--- src/rtl/adder_arb.sv ---
// Round-robin arbiter that shares one combinational adder between NUM_REQ requesters.
// Optional ADDER_ARB_STATS_EN adds stat_cnt_o, a saturating count of consumed responses.
module adder_arb #(
    parameter int DATA_WIDTH = 8,
    parameter int NUM_REQ    = 4,
    localparam int ID_WIDTH  = $clog2(NUM_REQ)
) (
    input  logic                                main_clk_i,
    input  logic                                main_rst_i,
    input  logic [NUM_REQ-1:0]                  req_valid_i,
    output logic [NUM_REQ-1:0]                  req_ready_o,
    input  logic [NUM_REQ-1:0][DATA_WIDTH-1:0]  req_a_i,
    input  logic [NUM_REQ-1:0][DATA_WIDTH-1:0]  req_b_i,
    output logic [DATA_WIDTH-1:0]               add_a_o,
    output logic [DATA_WIDTH-1:0]               add_b_o,
    input  logic [DATA_WIDTH:0]                 add_x_i,
    output logic                                rsp_valid_o,
    input  logic                                rsp_ready_i,
    output logic [ID_WIDTH-1:0]                 rsp_id_o,
`ifdef ADDER_ARB_STATS_EN
    output logic [15:0]                         stat_cnt_o,
`endif
    output logic [DATA_WIDTH:0]                 rsp_sum_o
);

    typedef enum logic [0:0] {
        EMPTY = 1'b0,
        FULL  = 1'b1
    } state_t;

    state_t                 state_r;
    logic [ID_WIDTH-1:0]    ptr_r;
    logic [ID_WIDTH-1:0]    id_r;
    logic [DATA_WIDTH:0]    sum_r;
    logic [ID_WIDTH-1:0]    grant_s;
    logic [ID_WIDTH-1:0]    ptr_nxt_s;
    logic                   win_s;
    logic                   can_acc_s;
    logic                   hs_s;

    // Round-robin search over req_valid_i starting at the pointer, wrapping at NUM_REQ-1
    always_comb begin
        int                  sum_v;
        logic [ID_WIDTH-1:0] idx_v;
        win_s   = 1'b0;
        grant_s = '0;
        sum_v   = 0;
        idx_v   = '0;
        for (int k = 0; k < NUM_REQ; k++) begin
            sum_v = int'(ptr_r) + k;
            if (sum_v >= NUM_REQ) begin
                sum_v = sum_v - NUM_REQ;
            end else begin
                sum_v = sum_v;
            end
            idx_v = ID_WIDTH'(sum_v);
            if (!win_s && req_valid_i[idx_v]) begin
                win_s   = 1'b1;
                grant_s = idx_v;
            end else begin
                win_s   = win_s;
            end
        end
    end

    // Drive the shared adder from the winner's operands, zero when idle
    always_comb begin
        add_a_o = '0;
        add_b_o = '0;
        if (win_s) begin
            add_a_o = req_a_i[grant_s];
            add_b_o = req_b_i[grant_s];
        end else begin
            add_a_o = '0;
            add_b_o = '0;
        end
    end

    // Reset forces ready low so nothing is acknowledged while the register is cleared
    assign can_acc_s = (state_r == EMPTY) || ((state_r == FULL) && rsp_ready_i);
    assign hs_s      = win_s && can_acc_s && !main_rst_i;

    // One-hot grant to the winner when the response slot can take a new sum
    always_comb begin
        req_ready_o = '0;
        if (hs_s) begin
            req_ready_o[grant_s] = 1'b1;
        end else begin
            req_ready_o = '0;
        end
    end

    // Pointer moves to the requester after the winner
    always_comb begin
        ptr_nxt_s = '0;
        if (int'(grant_s) == NUM_REQ - 1) begin
            ptr_nxt_s = '0;
        end else begin
            ptr_nxt_s = grant_s + 1'b1;
        end
    end

    // Response FSM: a handshake always (re)loads the slot, a consume without refill empties it
    always_ff @(posedge main_clk_i) begin
        if (main_rst_i) begin
            state_r <= EMPTY;
            ptr_r   <= '0;
            sum_r   <= '0;
            id_r    <= '0;
        end else if (hs_s) begin
            state_r <= FULL;
            ptr_r   <= ptr_nxt_s;
            sum_r   <= add_x_i;
            id_r    <= grant_s;
        end else begin
            case (state_r)
                EMPTY:   state_r <= EMPTY;
                FULL:    state_r <= rsp_ready_i ? EMPTY : FULL;
                default: state_r <= EMPTY;
            endcase
        end
    end

    assign rsp_valid_o = (state_r == FULL);
    assign rsp_sum_o   = sum_r;
    assign rsp_id_o    = id_r;

`ifdef ADDER_ARB_STATS_EN
    logic [15:0] stat_r;

    // Saturating count of consumed responses
    always_ff @(posedge main_clk_i) begin
        if (main_rst_i) begin
            stat_r <= 16'd0;
        end else if (rsp_valid_o && rsp_ready_i && (stat_r != 16'hFFFF)) begin
            stat_r <= stat_r + 16'd1;
        end else begin
            stat_r <= stat_r;
        end
    end

    assign stat_cnt_o = stat_r;
`endif

endmodule

--- config.mk ---
export PLATFORM = sky130hd
export DESIGN_NAME = adder_arb
export DESIGN_NICKNAME = d
export VERILOG_FILES = /design/src/rtl/adder_arb.sv
export SDC_FILE = /design/constraint.sdc
export NUM_CORES = 1
export LEC_CHECK = 0
export ABC_AREA = 0
export BUFFER_PORTS_ARGS = -buffer_cell sky130_fd_sc_hd__buf_2
export CAP_MARGIN = 15
export CORE_MARGIN = 2
export CORE_UTILIZATION = 37
export DETAILED_ROUTE_END_ITERATION = 12
export PLACE_DENSITY = 0.8
export SYNTH_ARGS = -nofsm -noshare
export SYNTH_HDL_FRONTEND = slang
export SYNTH_SLANG_ARGS = --single-unit
export TNS_END_PERCENT = 20
--- constraint.sdc ---
create_clock -name main_clk_i -period 2.85 [get_ports main_clk_i]
set_input_delay 0.7125 -clock main_clk_i [delete_from_list [all_inputs] [get_ports main_clk_i]]
set_output_delay 0.7125 -clock main_clk_i [all_outputs]
set_load 0.02 [all_outputs]
; After elaboration in Yosys (flattened, before gate mapping)
; Cells that the tools add are included.
[classes]
n_addsub = 8
order_cmp = 10
n_eq_ne = 1
reduce_logical = 12
n_mux = 33
n_bitwise = 1
[ops]
columns = cell, n
row1 = 8-bit binary-select mux with 2-bit select, 2
row2 = 8-bit 2-to-1 mux, 4
row3 = 2-bit 2-to-1 mux, 9
row4 = 2-bit by 3-bit < comparator with 1-bit output (second input constant), 5
row5 = 1-bit 2-to-1 mux, 11
row6 = 3-bit >= comparator (second input constant), 3
row7 = 1-bit binary-select mux with 2-bit select, 4
row8 = 2-bit by 1-bit subtractor with 2-bit output (second input constant), 4
row9 = 1-bit logical AND, 7
row10 = 2-bit by 2-bit adder with 3-bit output (second input constant), 2
row11 = 1-bit zero test, 4
row12 = 4-bit 2-to-1 mux, 1
row13 = 2-bit by 1-bit adder with 3-bit output (second input constant), 1
row14 = 2-bit by 3-bit >= comparator with 1-bit output (second input constant), 1
row15 = 2-bit by 1-bit adder with 2-bit output (second input constant), 1
row16 = 1-bit demux with 2-bit select, 1
row17 = 2-bit by 1-bit == test with 1-bit output (second input constant), 1
row18 = 2-bit by 1-bit >= comparator with 1-bit output (second input constant), 1
row19 = 1-bit case mux with 2 select lines, 1
row20 = 1-bit logical OR, 1
row21 = 1-bit inverter, 1
[word_totals]
out_inout_bits = 32
ff_bits = 14

; Depth between registers and ports, before layout
[logic_depth]
depth_word = 19
ltp_mapped = 9

; Worst setup path after synthesis
; No wires, ideal clock.
[synth_timing]
kind = input port to output port
from = input port req_valid_i[0]
to = output port add_a_o[1]
slack_ns = 0.242
path_stages = 7
t_required_ns = 2.138
n_path_buf = 2
arrival_time_ns = 1.896
path_cell_list = and2b_1 > nor3_2 > o22ai_2 > buf_6 > buf_6 > mux2i_1 > o22ai_1
[synth_between]
elab_chain_len = 15
word_cells_on_any_way = 25
cone_classes = mux (19) / reduce/logical (6)
[synth_rtl]
columns = element, line
row1 = start: declaration, 10  ; input logic [NUM_REQ-1:0] req_valid_i,
row2 = 1-bit binary-select mux with 2-bit select, 57  ; if (!win_s && req_valid_i[idx_v]) begin
row3 = 1-bit 2-to-1 mux (not written as such), 57
row4 = 1-bit 2-to-1 mux, 57
row5 = 1-bit zero test, 57
row6 = 1-bit logical AND, 57
row7 = 1-bit 2-to-1 mux, 57
row8 = 1-bit zero test, 57
row9 = 1-bit logical AND, 57
row10 = 1-bit 2-to-1 mux, 57
row11 = 1-bit zero test, 57
row12 = 1-bit logical AND, 57
row13 = 2-bit 2-to-1 mux, 57
row14 = 8-bit binary-select mux with 2-bit select, 71  ; add_a_o = req_a_i[grant_s];
row15 = 8-bit 2-to-1 mux (not written as such), 71
row16 = 8-bit 2-to-1 mux (*), 70  ; if (win_s) begin
row17 = end: declaration, 14  ; output logic [DATA_WIDTH-1:0] add_a_o,
; Mark *: on every way between the ends. The rest lies on a longest branch, timed or not. The select of a mux whose other input is x is not followed.

; Final worst setup path
[layout_timing]
from = input port req_valid_i[2]
to = output port req_ready_o[2]
[layout_between]
elab_chain_len = 17
word_cells_on_any_way = 30
cone_classes = order compare (2) / mux (19) / reduce/logical (9)
[layout_rtl]
columns = element, line
row1 = 1-bit binary-select mux with 2-bit select, 57
row2 = 1-bit 2-to-1 mux (not written as such), 57
row3 = 1-bit 2-to-1 mux, 57
row4 = 1-bit zero test, 57
row5 = 1-bit logical AND, 57
row6 = 1-bit 2-to-1 mux, 57
row7 = 1-bit zero test, 57
row8 = 1-bit logical AND, 57
row9 = 1-bit 2-to-1 mux, 57
row10 = 1-bit zero test, 57
row11 = 1-bit logical AND, 57
row12 = 2-bit 2-to-1 mux, 57
row13 = 2-bit by 3-bit < comparator with 1-bit output (not written as such) / 2-bit by 1-bit >= comparator with 1-bit output (equally long branches), 87  ; req_ready_o[grant_s] = 1'b1;
row14 = 1-bit logical AND (not written as such), 87
row15 = 1-bit 2-to-1 mux (not written as such), 87
row16 = 1-bit demux with 2-bit select, 87
row17 = 4-bit 2-to-1 mux (*), 86  ; if (hs_s) begin
row18 = end: declaration, 11  ; output logic [NUM_REQ-1:0] req_ready_o,
; Marked as above.

==> results_dict.tcl <==
set metrics [dict create \
    worstSetupPathType "primary input to output port" \
    crit_arrival_ps 2070 \
    layoutNonFillerInstCount 302 \
    r2r_cells 9 \
    antenna_left 0 \
    crit_required_ps 2140 \
    cts_hold_buf 0 \
    worstSkewPairLatency_ps 290 \
    synth_top_area_cell "mux2i_1" \
    synth_xor_area_frac 0 \
    hold_start "rsp_id_o[0]$_SDFFE_PP0P_" \
    synth.area.top_cells "mux2i_1, dfxtp_1, o22ai_1, nand2b_1, o21ai_0" \
    hold_class "flip-flop to flip-flop" \
    setup_violations 0 \
    numCtsBuffers 3 \
    postSynthCellCount 140 \
    grt_max_degree 27 \
    drv_cap 0 \
    antenna_found_initial 0 \
    yosysWarnings 0 \
    die_area_um2 3740 \
    ys_ff_latch 14 \
    min_period_ps 2780 \
    status "completed" \
    worstSetupEndpointType "output port" \
    fp.dieW_um 61.1 \
    design_area_um2 2010 \
    cpPeakStageDelay_ps 220 \
    synth_area_per_cell_um2 8.62 \
    r2r_slack_ps 1090 \
    synthMuxAreaShare 0.265 \
    min_path_cells 2 \
    crit_buf_inv 4 \
    peakVddDrop_mv 0.257 \
    first_pass_iters 4 \
    grt_overflow_total 0 \
    vias_per_cell 4.86 \
    cp_max_fo 14 \
    yosys.area_share.adder 0.0415 \
    cts.clk_slew.worst_paths_ps 80 \
    die_y_um 61.1 \
    crit_family "buffers and inverters" \
    layout.nets 343 \
    hold_end "rsp_id_o[0]$_SDFFE_PP0P_" \
    synth-compound-area-share 0.191 \
    cpMostUsedCell "buf_12" \
    cp-startpoint "req_valid_i[2]" \
    cts_sinks 14 \
    place_area_um2 1840 \
    mostFrequentLayoutCells "buf_2, mux2i_1, o22ai_1" \
    grt_setup_unrepaired "true" \
    cts_max_level 1 \
    ys_seq_area_frac 0.232 \
    crit_chain "buf_6 -> and2b_4 -> nor3b_4 -> o22ai_4 -> buf_12 -> buf_12 -> ha_1 -> and2_1 -> buf_2" \
    finClkSkew_ps 0.769 \
    cts_tree "yes" \
    cts-root-buf "clkbuf_4" \
    tightestPinTransition_ps 340 \
    fmax_ghz 0.360 \
    final_hold_viol_count 0 \
    regToRegEndpoint "ptr_r[1]$_SDFFE_PP0P_" \
    grt_pass1_wl_um 5050 \
    num_vias 1468 \
    layout-drive-gt1-share 0.523 \
    crit_path_start_kind "primary input" \
    syn_area_um2 1210 \
    io_buffers 111 \
    start_util 0.392 \
    drt-total-wl_um 3630 \
    synth_fp_nets 224 \
    grt_pass1_vias 1243 \
    yosysTopAreaCellShare 0.265 \
    drc 0 \
    max_slew_margin 0.771 \
    synth_top_family_by_area "multiplexers" \
    yosys.area_share.simple 0.205 \
    p_leak_nw 1.15 \
    tns_ps 0 \
    finalCritPeriodShare 0.976 \
    rows 20 \
    io_pins 112 \
    globalplace.congestion 0.723 \
    ys_types 25 \
    place_inst 292 \
    p_total_mw 1.10 \
    cts.path.max_buffers 2 \
    layout_commonest_cell "buf_2" \
    area_delta_synth_final_pct 66.7 \
    slew_violations 0 \
    reg2reg_from "ptr_r[0]$_SDFFE_PP0P_" \
    crit_cells 9 \
    wl_per_cell_um 12.0 \
    drt_iter0_drc 73 \
    powerDensity_nw_per_um2 549 \
    dp_hpwl_um 2870 \
    grt_util_all_layers 0.177 \
    core-area_um2 3080 \
    antenna_cells 0 \
    slowest_stage "nor3b_4" \
]
==> cell families after synthesis <==
family	count (synthesis)
AOI/OAI and AO/OA	37
adders and majority gates	4
muxes	32
and+or+nand+nor	41
DFF	14
buffers and inverters	12
==> synth_stat cells <==
cell      instances
mux2i_1          32
o22ai_1          16
dfxtp_1          14
nand2b_1         13
o21ai_0          13
nand2_1          12
and2_1            4
buf_6             4
ha_1              4
a21o_1            3
buf_2             3
clkbuf_1          3
nor2b_1           3
a21oi_1           2
inv_1             2
nor3b_2           2
o22ai_2           2
a21boi_0          1
and2b_1           1
and2b_4           1
nor2_1            1
nor3_2            1
nor3b_1           1
nor4_1            1
or2b_1            1
==> worst reg2reg max path: stages, from the launching register on <==
cell and delay [ps]:
dfxtp_1 390, and2b_4 220, nor3b_4 220, o22ai_4 110
buf_12 150, buf_4 130, inv_1 70, ha_1 230
nand2_1 60, o21ai_0 80
==> layer usage <==
metal	wire (µm)	track usage	up-vias
met5	0	0	-
met4	37	0.0559	0
met3	270	0.0504	5
met2	1900	0.318	60
met1	1420	0.203	664
li1	-	-	739
==> timing repair <==
item,4_1_cts,5_1_grt
endpoints found under the setup margin,2,9
pin swaps,1,2
resized for setup,0,11
setup buffers,1,2
gates cloned,0,3
==> cell type report <==
class,instances,area (µm²)
repair buffers,124,764
well taps,44,55.1
flip-flops and latches,14,280
inverters,2,7.51
fillers,303,1060
clock buffers,4,36.3
multi-input cells,114,870
==> flip-flops by register name (all words and copies together), names as in the netlist <==
register / flops
ptr_r: 2
rsp_id_o: 2
rsp_sum_o: 9
rsp_valid_o: 1
==> metrics by stage <==
stage	hold slack (ps)	utilization	setup WS (ps)
after CTS	475	0.613	58.9
after floorplan	523	-	242
final	474	0.654	69.1
after detailed placement	461	0.599	-10.8
after global placement	458	0.599	48.1
after global routing	504	0.654	-7.43
==> report_power, final <==
group	switching [mW]	internal, mW
clock network	0.0673	0.0780
registers	0.0183	0.218
logic	0.362	0.360
total	0.448	0.657
==> worst max-delay path by stage <==
| stage | endpoint | slack, ps |
|---|---|---|
| after floorplan | add_a_o[1] | 240 |
| after global placement | req_ready_o[3] | 50 |
| after detailed placement | req_ready_o[2] | -10 |
| after CTS | add_b_o[5] | 60 |
| after global routing | add_b_o[5] | -7 |
| final | req_ready_o[2] | 70 |
Power figures use the tool's default switching activity.
